$ cat src/rtl/memory8x32_arbiter_if.sv
// Request/response bundle between two requesters and memory8x32_arbiter.
//
// Each port pX carries one valid/ready request channel and one response channel:
//   pX_valid, pX_wr, pX_addr, pX_wdata  requester -> arbiter
//   pX_ready                            arbiter -> requester (combinational accept)
//   pX_rsp_valid, pX_rsp_rdata          arbiter -> requester (one-cycle response pulse)
// Modports: master = requester side, slave = arbiter side.
interface memory8x32_arbiter_if #(
  parameter int unsigned WIDTH = 32,
  parameter int unsigned AW    = 3
);
  logic             p0_valid;
  logic             p0_ready;
  logic             p0_wr;
  logic [AW-1:0]    p0_addr;
  logic [WIDTH-1:0] p0_wdata;
  logic             p0_rsp_valid;
  logic [WIDTH-1:0] p0_rsp_rdata;

  logic             p1_valid;
  logic             p1_ready;
  logic             p1_wr;
  logic [AW-1:0]    p1_addr;
  logic [WIDTH-1:0] p1_wdata;
  logic             p1_rsp_valid;
  logic [WIDTH-1:0] p1_rsp_rdata;

  modport master (
    output p0_valid, p0_wr, p0_addr, p0_wdata,
    input  p0_ready, p0_rsp_valid, p0_rsp_rdata,
    output p1_valid, p1_wr, p1_addr, p1_wdata,
    input  p1_ready, p1_rsp_valid, p1_rsp_rdata
  );

  modport slave (
    input  p0_valid, p0_wr, p0_addr, p0_wdata,
    output p0_ready, p0_rsp_valid, p0_rsp_rdata,
    input  p1_valid, p1_wr, p1_addr, p1_wdata,
    output p1_ready, p1_rsp_valid, p1_rsp_rdata
  );
endinterface

$ cat src/rtl/memory8x32_arbiter.sv
// Two-port arbiter and sequencer in front of the 8 x 32 D-FF register memory.
// One request per cycle is granted across both ports. Writes go through a one-entry
// write stage (ws) that drives the memory write port. Reads come from the memory's
// parallel outputs, with forwarding from ws. A bulk-clear sequencer zeroes all words.
//
// Ports:
//   clk, resetn         clock, asynchronous active-low reset (shared with the memory)
//   bus (slave)         two request/response ports, see memory8x32_arbiter_if
//   clr_start           bulk-clear request (pulse or level)
//   clr_busy, clr_done  clear active / one-cycle completion pulse
//   mem_we, mem_wen,    memory write enable, one-hot word enable, write data
//   mem_wd
//   mem_reg             parallel register contents from the memory
//
// Build option: define MEMARB_RR_EN for round-robin arbitration; otherwise port 0 has
// fixed priority.
module memory8x32_arbiter #(
  parameter int unsigned DEPTH = 8,
  parameter int unsigned WIDTH = 32,
  parameter int unsigned AW    = 3
) (
  input  logic                         clk,
  input  logic                         resetn,
  memory8x32_arbiter_if.slave          bus,
  input  logic                         clr_start,
  output logic                         clr_busy,
  output logic                         clr_done,
  output logic                         mem_we,
  output logic [DEPTH-1:0]             mem_wen,
  output logic [WIDTH-1:0]             mem_wd,
  input  logic [DEPTH-1:0][WIDTH-1:0]  mem_reg
);

  typedef enum logic {StIdle, StClear} state_e;

  state_e           state_q;
  logic [AW-1:0]    ccnt_q;
  logic             ws_valid_q;
  logic [AW-1:0]    ws_addr_q;
  logic [WIDTH-1:0] ws_data_q;
  logic             rsp0_valid_q, rsp1_valid_q;
  logic [WIDTH-1:0] rsp0_rdata_q, rsp1_rdata_q;
  logic             clr_done_q;
`ifdef MEMARB_RR_EN
  logic             last_q;  // port granted most recently
`endif

  logic             gnt0, gnt1;
  logic             req_wr;
  logic [AW-1:0]    req_addr;
  logic [WIDTH-1:0] req_wdata;
  logic [WIDTH-1:0] req_rdata;

  // Grant at most one port; clear wins over requests in the same cycle.
  always_comb begin
    gnt0 = 1'b0;
    gnt1 = 1'b0;
    if (resetn && (state_q == StIdle) && !clr_start) begin
`ifdef MEMARB_RR_EN
      if (bus.p0_valid && bus.p1_valid) begin
        gnt0 = last_q;
        gnt1 = !last_q;
      end else begin
        gnt0 = bus.p0_valid;
        gnt1 = bus.p1_valid;
      end
`else
      gnt0 = bus.p0_valid;
      gnt1 = bus.p1_valid && !bus.p0_valid;
`endif
    end
  end

  always_comb begin
    req_wr    = gnt1 ? bus.p1_wr    : bus.p0_wr;
    req_addr  = gnt1 ? bus.p1_addr  : bus.p0_addr;
    req_wdata = gnt1 ? bus.p1_wdata : bus.p0_wdata;
    // A write in ws commits on the same edge this read is answered, so mem_reg is stale.
    if (req_wr) begin
      req_rdata = '0;
    end else if (ws_valid_q && (ws_addr_q == req_addr)) begin
      req_rdata = ws_data_q;
    end else begin
      req_rdata = mem_reg[req_addr];
    end
  end

  always_ff @(posedge clk or negedge resetn) begin
    if (!resetn) begin
      state_q      <= StIdle;
      ccnt_q       <= '0;
      ws_valid_q   <= 1'b0;
      ws_addr_q    <= '0;
      ws_data_q    <= '0;
      rsp0_valid_q <= 1'b0;
      rsp1_valid_q <= 1'b0;
      rsp0_rdata_q <= '0;
      rsp1_rdata_q <= '0;
      clr_done_q   <= 1'b0;
`ifdef MEMARB_RR_EN
      last_q       <= 1'b1;
`endif
    end else begin
      ws_valid_q   <= 1'b0;
      rsp0_valid_q <= 1'b0;
      rsp1_valid_q <= 1'b0;
      clr_done_q   <= 1'b0;
      case (state_q)
        StIdle: begin
          if (clr_start) begin
            state_q <= StClear;
            ccnt_q  <= '0;
          end else if (gnt0 || gnt1) begin
            if (req_wr) begin
              ws_valid_q <= 1'b1;
              ws_addr_q  <= req_addr;
              ws_data_q  <= req_wdata;
            end
            if (gnt0) begin
              rsp0_valid_q <= 1'b1;
              rsp0_rdata_q <= req_rdata;
            end else begin
              rsp1_valid_q <= 1'b1;
              rsp1_rdata_q <= req_rdata;
            end
`ifdef MEMARB_RR_EN
            last_q <= gnt1;
`endif
          end
        end
        StClear: begin
          ws_valid_q <= 1'b1;
          ws_addr_q  <= ccnt_q;
          ws_data_q  <= '0;
          ccnt_q     <= ccnt_q + AW'(1);
          if (ccnt_q == AW'(DEPTH - 1)) begin
            state_q    <= StIdle;
            clr_done_q <= 1'b1;
          end
        end
        default: state_q <= StIdle;
      endcase
    end
  end

  always_comb begin
    mem_wen = '0;
    if (ws_valid_q) mem_wen[ws_addr_q] = 1'b1;
  end

  assign mem_we           = ws_valid_q;
  assign mem_wd           = ws_data_q;
  assign clr_busy         = (state_q == StClear);
  assign clr_done         = clr_done_q;
  assign bus.p0_ready     = gnt0;
  assign bus.p1_ready     = gnt1;
  assign bus.p0_rsp_valid = rsp0_valid_q;
  assign bus.p1_rsp_valid = rsp1_valid_q;
  assign bus.p0_rsp_rdata = rsp0_rdata_q;
  assign bus.p1_rsp_rdata = rsp1_rdata_q;

endmodule

$ cat src/flat_wrapper.sv
// flat-port wrapper written by rule: the top's interface ports become plain ports
module memory8x32_arbiter_flat 
#(
  parameter int unsigned DEPTH = 8,
  parameter int unsigned WIDTH = 32,
  parameter int unsigned AW    = 3
)
  (clk, resetn, clr_start, clr_busy, clr_done, mem_we, mem_wen, mem_wd, mem_reg, bus_p0_valid, bus_p0_wr, bus_p0_addr, bus_p0_wdata, bus_p0_ready, bus_p0_rsp_valid, bus_p0_rsp_rdata, bus_p1_valid, bus_p1_wr, bus_p1_addr, bus_p1_wdata, bus_p1_ready, bus_p1_rsp_valid, bus_p1_rsp_rdata);
  memory8x32_arbiter_if #(.WIDTH(WIDTH), .AW(AW)) bus_i ();
  input  logic clk;
  input  logic resetn;
  input  logic clr_start;
  output logic clr_busy;
  output logic clr_done;
  output logic mem_we;
  output logic [DEPTH-1:0] mem_wen;
  output logic [WIDTH-1:0] mem_wd;
  input  logic [DEPTH-1:0][WIDTH-1:0] mem_reg;
  input wire logic [$bits(bus_i.p0_valid)-1:0] bus_p0_valid;
  input wire logic [$bits(bus_i.p0_wr)-1:0] bus_p0_wr;
  input wire logic [$bits(bus_i.p0_addr)-1:0] bus_p0_addr;
  input wire logic [$bits(bus_i.p0_wdata)-1:0] bus_p0_wdata;
  output wire logic [$bits(bus_i.p0_ready)-1:0] bus_p0_ready;
  output wire logic [$bits(bus_i.p0_rsp_valid)-1:0] bus_p0_rsp_valid;
  output wire logic [$bits(bus_i.p0_rsp_rdata)-1:0] bus_p0_rsp_rdata;
  input wire logic [$bits(bus_i.p1_valid)-1:0] bus_p1_valid;
  input wire logic [$bits(bus_i.p1_wr)-1:0] bus_p1_wr;
  input wire logic [$bits(bus_i.p1_addr)-1:0] bus_p1_addr;
  input wire logic [$bits(bus_i.p1_wdata)-1:0] bus_p1_wdata;
  output wire logic [$bits(bus_i.p1_ready)-1:0] bus_p1_ready;
  output wire logic [$bits(bus_i.p1_rsp_valid)-1:0] bus_p1_rsp_valid;
  output wire logic [$bits(bus_i.p1_rsp_rdata)-1:0] bus_p1_rsp_rdata;
  assign bus_i.p0_valid = bus_p0_valid;
  assign bus_i.p0_wr = bus_p0_wr;
  assign bus_i.p0_addr = bus_p0_addr;
  assign bus_i.p0_wdata = bus_p0_wdata;
  assign bus_p0_ready = bus_i.p0_ready;
  assign bus_p0_rsp_valid = bus_i.p0_rsp_valid;
  assign bus_p0_rsp_rdata = bus_i.p0_rsp_rdata;
  assign bus_i.p1_valid = bus_p1_valid;
  assign bus_i.p1_wr = bus_p1_wr;
  assign bus_i.p1_addr = bus_p1_addr;
  assign bus_i.p1_wdata = bus_p1_wdata;
  assign bus_p1_ready = bus_i.p1_ready;
  assign bus_p1_rsp_valid = bus_i.p1_rsp_valid;
  assign bus_p1_rsp_rdata = bus_i.p1_rsp_rdata;
  memory8x32_arbiter #(.DEPTH(DEPTH), .WIDTH(WIDTH), .AW(AW)) u_core (.clk(clk), .resetn(resetn), .bus(bus_i), .clr_start(clr_start), .clr_busy(clr_busy), .clr_done(clr_done), .mem_we(mem_we), .mem_wen(mem_wen), .mem_wd(mem_wd), .mem_reg(mem_reg));
endmodule
$ cat config.mk
export PLATFORM = sky130hd
export DESIGN_NAME = memory8x32_arbiter_flat
export DESIGN_NICKNAME = d
export VERILOG_FILES = /design/src/rtl/memory8x32_arbiter_if.sv /design/src/rtl/memory8x32_arbiter.sv /design/src/flat_wrapper.sv
export SDC_FILE = /design/constraint.sdc
export NUM_CORES = 1
export LEC_CHECK = 0
export BUFFER_PORTS_ARGS = -buffer_cell sky130_fd_sc_hd__buf_2
export CAP_MARGIN = 25
export CORE_AREA = 2 2 171 173
export DETAILED_ROUTE_END_ITERATION = 12
export DIE_AREA = 0 0 173 175
export HOLD_SLACK_MARGIN = 0.08
export SLEW_MARGIN = 15
export SYNTH_ARGS = -nofsm -noshare
export SYNTH_HDL_FRONTEND = slang
export SYNTH_SLANG_ARGS = --single-unit
$ cat constraint.sdc
create_clock -name clk -period 3.21 [get_ports clk]
set_input_delay 0.963 -clock clk [delete_from_list [all_inputs] [get_ports clk]]
set_output_delay 0.963 -clock clk [all_outputs]
set_load 0.01 [all_outputs]
==> metrics.md <==
| Metric | Value |
|---|---|
| Setup repair bufs after CTS | `0` |
| Layout Nets | `1736` |
| Die area | `0.0303 mm²` |
| Mapped cell area | `0.00837 mm²` |
| Worst-path clk slew | `0.08 ns` |
| CP Launch Point | `clr_start` |
| Number of CTS-inserted buffers | `9` |
| Starting Density | `29.5%` |
| Row count | `62` |
| Syn_nets | `1340` |
| Startpoint types | `input port` |
| DRT iter0 DRCs | `913` |
| Final Setup Violations | `0` |
| Total Routing Usage GR | `25.9%` |
| Root Driver | `clkbuf_16` |
| Run status | `completed` |
| Initial antenna violation count | `1` |
| Flop pwr share | `33.6%` |
| Psw | `2.39 mW` |
| Area post-placement | `0.0113 mm²` |
| Final WS setup | `0.0596 ns` |
| First-pass GRT wire length | `60600 µm` |
| Power Internal | `3.66 mW` |
| CP arrival | `2.19 ns` |
| GR Overflow Total | `0` |
| N_diodes | `0` |
| Hold_sp | `u_core.ccnt_q[1]$_DFFE_PN0N_` |
| Maxcap violations | `0` |
| RSZ-0062 raised after global routing | `false` |
| Post-synthesis sequential area ratio | `32.0%` |
| R2R Path End | `u_core.bus.p1_rsp_rdata[26]$_DFFE_PN0P_` |
| Hold Vio Cnt, Final | `0` |
| DRC Markers | `0` |
| Largest net degree at the start of global routing | `71` |
| Kind of critical path | `input port to primary output` |
| Global placement routability congestion | `0.896` |
| Reg-to-Reg Start | `u_core.clr_busy$_DFF_PN0_` |
| Number of synthesized register bits | `107` |
| Clock latency on the worst-skew pair | `0.36 ns` |
| Slew @ Worst Pin | `0.652 ns` |
| Vias in the first global route | `10115` |
| Minimum clock period | `3.15 ns` |
| DR WL/cell | `22.3 µm` |
| Crit end category | `primary output` |
| Total power | `6.05 mW` |
| I/O pin cnt | `444` |
| Share of layout cells above drive strength 1 | `38.1%` |
| Worst clock skew | `0.00824 ns` |
| Net Sw Frac | `39.5%` |
| Crit path to | `bus_p0_ready` |
| Die height | `175 µm` |
| HP Class | `flip-flop to flip-flop` |
| Cell Pwr Density | `519 mW/mm²` |
| Worst Path Required | `2.25 ns` |
| Unique cell type count in the Yosys netlist | `40` |
| Period Utilization, post-route | `98.1%` |
| Clock Path Buffers | `2` |
| Wirelength, routed | `39900 µm` |
| CTS tree | `done` |
| Fmax | `317 MHz` |
| Final instance area | `0.0117 mm²` |
| Hold-fix buffers at CTS | `0` |
| Core occupancy in the finished layout | `41.0%` |
| Synthesized instance count | `1005` |
| R2R depth | `8` |
| Vias per inst | `5.59` |
| Via count | `10004` |
| Syn-to-layout area delta | `39.3%` |
| Syn_area_per_cell | `8.32 µm²` |
| Port-buffer cells | `443` |
| # H-tree levels | `3` |
| Leakage | `5.67 nW` |
| Comb pwr share | `45.6%` |
| DP Worst Slack | `-0.00874 ns` |
| Synth Warn # | `0` |
| Number of synthesized flops with an enable pin | `0` |
| Fin. max-slew vios | `0` |
| Slew HR | `56.5%` |
| CTS resizes | `0` |
| Synth async-reset ratio | `100%` |
| Worst vdd ir | `0.299 mV` |
| Final antenna-violating net count | `0` |
| DP HPWL | `30600 µm` |
| Commonest register cell after synthesis | `dfrtp_1` |
| Placeable Area | `0.0284 mm²` |
| Clock Sinks | `107` |
| Drt pass-1 iters | `5` |
| Reg2Reg Setup Slack | `0.60 ns` |
| Critical path peak fanout | `31` |
| Die X | `173 µm` |
| Clock power frac | `20.8%` |
## layout by cell type (no fill, tap or decap), types with 5 or more instances in the layout
cell | netlist | final
buf_2 | 20 | 442
nand2_1 | 143 | 140
dfrtp_1 | 107 | 106
mux2i_1 | 67 | 67
and2_1 | 66 | 66
a311oi_1 | 64 | 64
a221o_1 | 64 | 64
nor2_1 | 42 | 41
o21ai_0 | 41 | 41
buf_4 | 2 | 39
nand2b_1 | 37 | 37
a21oi_1 | 34 | 33
nand3_1 | 33 | 33
a211oi_1 | 34 | 32
a32o_1 | 32 | 32
a221oi_1 | 32 | 32
a31oi_1 | 32 | 32
o21ai_1 | 31 | 31
buf_12 | 0 | 16
clkbuf_16 | 0 | 9
inv_1 | 5 | 5
## how the worst min path moves through the flow
stage	to	slack, ns	depth (start not counted)
6_report	u_core.ws_addr_q[1]$_DFFE_PN0P_	0.53	2
5_1_grt	u_core.ws_addr_q[1]$_DFFE_PN0P_	0.57	2
4_1_cts	u_core.ws_addr_q[1]$_DFFE_PN0P_	0.53	2
3_5_place_dp	u_core.ccnt_q[0]$_DFFE_PN0N_	0.52	1
3_3_place_gp	u_core.ws_addr_q[1]$_DFFE_PN0P_	0.50	2
2_1_floorplan	u_core.ccnt_q[0]$_DFFE_PN0N_	0.48	1
## synth_stat cells (2+ instances only)
library cell	number	area (µm²)
nor3_1	3	15.0
o21ai_0	41	205
a311oi_1	64	561
inv_1	5	18.8
a21oi_1	34	170
mux2i_1	67	671
and3_1	2	12.5
and2_1	66	413
nor2b_1	3	18.8
nand2b_1	37	231
nand3_1	33	165
nor3b_2	2	25.0
a32o_1	32	320
a211oi_1	34	255
o21ai_1	31	155
buf_4	2	15.0
a31oi_1	32	200
clkbuf_1	89	334
dfrtp_1	107	2680
o221ai_1	2	17.5
a221oi_1	32	280
a221o_1	64	641
nand2_1	143	537
nor2_1	42	158
buf_1	2	7.51
buf_2	20	100
ha_1	2	25.0
a22o_1	2	17.5
## worst max-delay path, stage by stage
cell	delay (ns)
buf_2	0.15
nor3b_4	0.33
buf_6	0.32
nand2_2	0.17
inv_1	0.10
buf_2	0.15
## power by group through the flow
stage / combinational, mW / sequential, mW / clock, mW
floorplan: 1.38 / 2.11 / 0
global placement: 2.74 / 2.04 / 0
detailed placement: 2.77 / 2.04 / 0
CTS: 2.78 / 2.03 / 1.29
global route: 3.03 / 2.07 / 1.33
finish: 2.76 / 2.03 / 1.26
## logic make-up (layout without fill, tap and decap cells)
group                      count (synthesis)  in the layout  synth area share [%]
AOI/OAI and AO/OA                        372            372                  34.3
xor gates and xnor gates                   1              1                 0.105
adders and majority gates                  2              2                 0.299
buffers and inverters                    121            522                  5.91
DFF                                      107            107                  32.0
muxes                                     67             67                  8.02
and+or+nand+nor                          335            335                  19.4
## stage by stage
step	hold slack, ns	std cells	setup TNS (ns)
2_1_floorplan	0.478	1005	0
3_3_place_gp	0.500	1773	-0.797
3_5_place_dp	0.518	1774	-0.0178
4_1_cts	0.533	1790	0
5_1_grt	0.569	1790	0
6_report	0.525	1790	0
## state kept, by name, summed over array words and instances, names as in the netlist, 3 cells and up
| register | count |
|---|---|
| u_core.bus.p0_rsp_rdata | 32 |
| u_core.bus.p1_rsp_rdata | 32 |
| u_core.mem_wd | 32 |
| u_core.ccnt_q | 3 |
| u_core.ws_addr_q | 3 |
## area by class of cell
| cell class | instances | area, µm² |
|---|---|---|
| Clock buffer | 10 | 239 |
| Inverter | 7 | 26.3 |
| Clock inverter | 6 | 93.8 |
| Sequential cell | 107 | 2680 |
| Multi-Input combinational cell | 777 | 5280 |
| Fill cell | 2949 | 16700 |
| Tap cell | 384 | 480 |
| Timing Repair Buffer | 499 | 2850 |
## layer usage
| metal | global-route usage (%) | vias up | share of wire [%] |
|---|---|---|---|
| li1 | - | 4665 | - |
| met2 | 45.9 | 503 | 50 |
| met1 | 30.3 | 4750 | 39 |
| met3 | 5.20 | 84 | 7.1 |
| met5 | 0 | - | 0.020 |
| met4 | 11.3 | 2 | 4.3 |
Note: power is estimated with default switching activity, not from simulation.
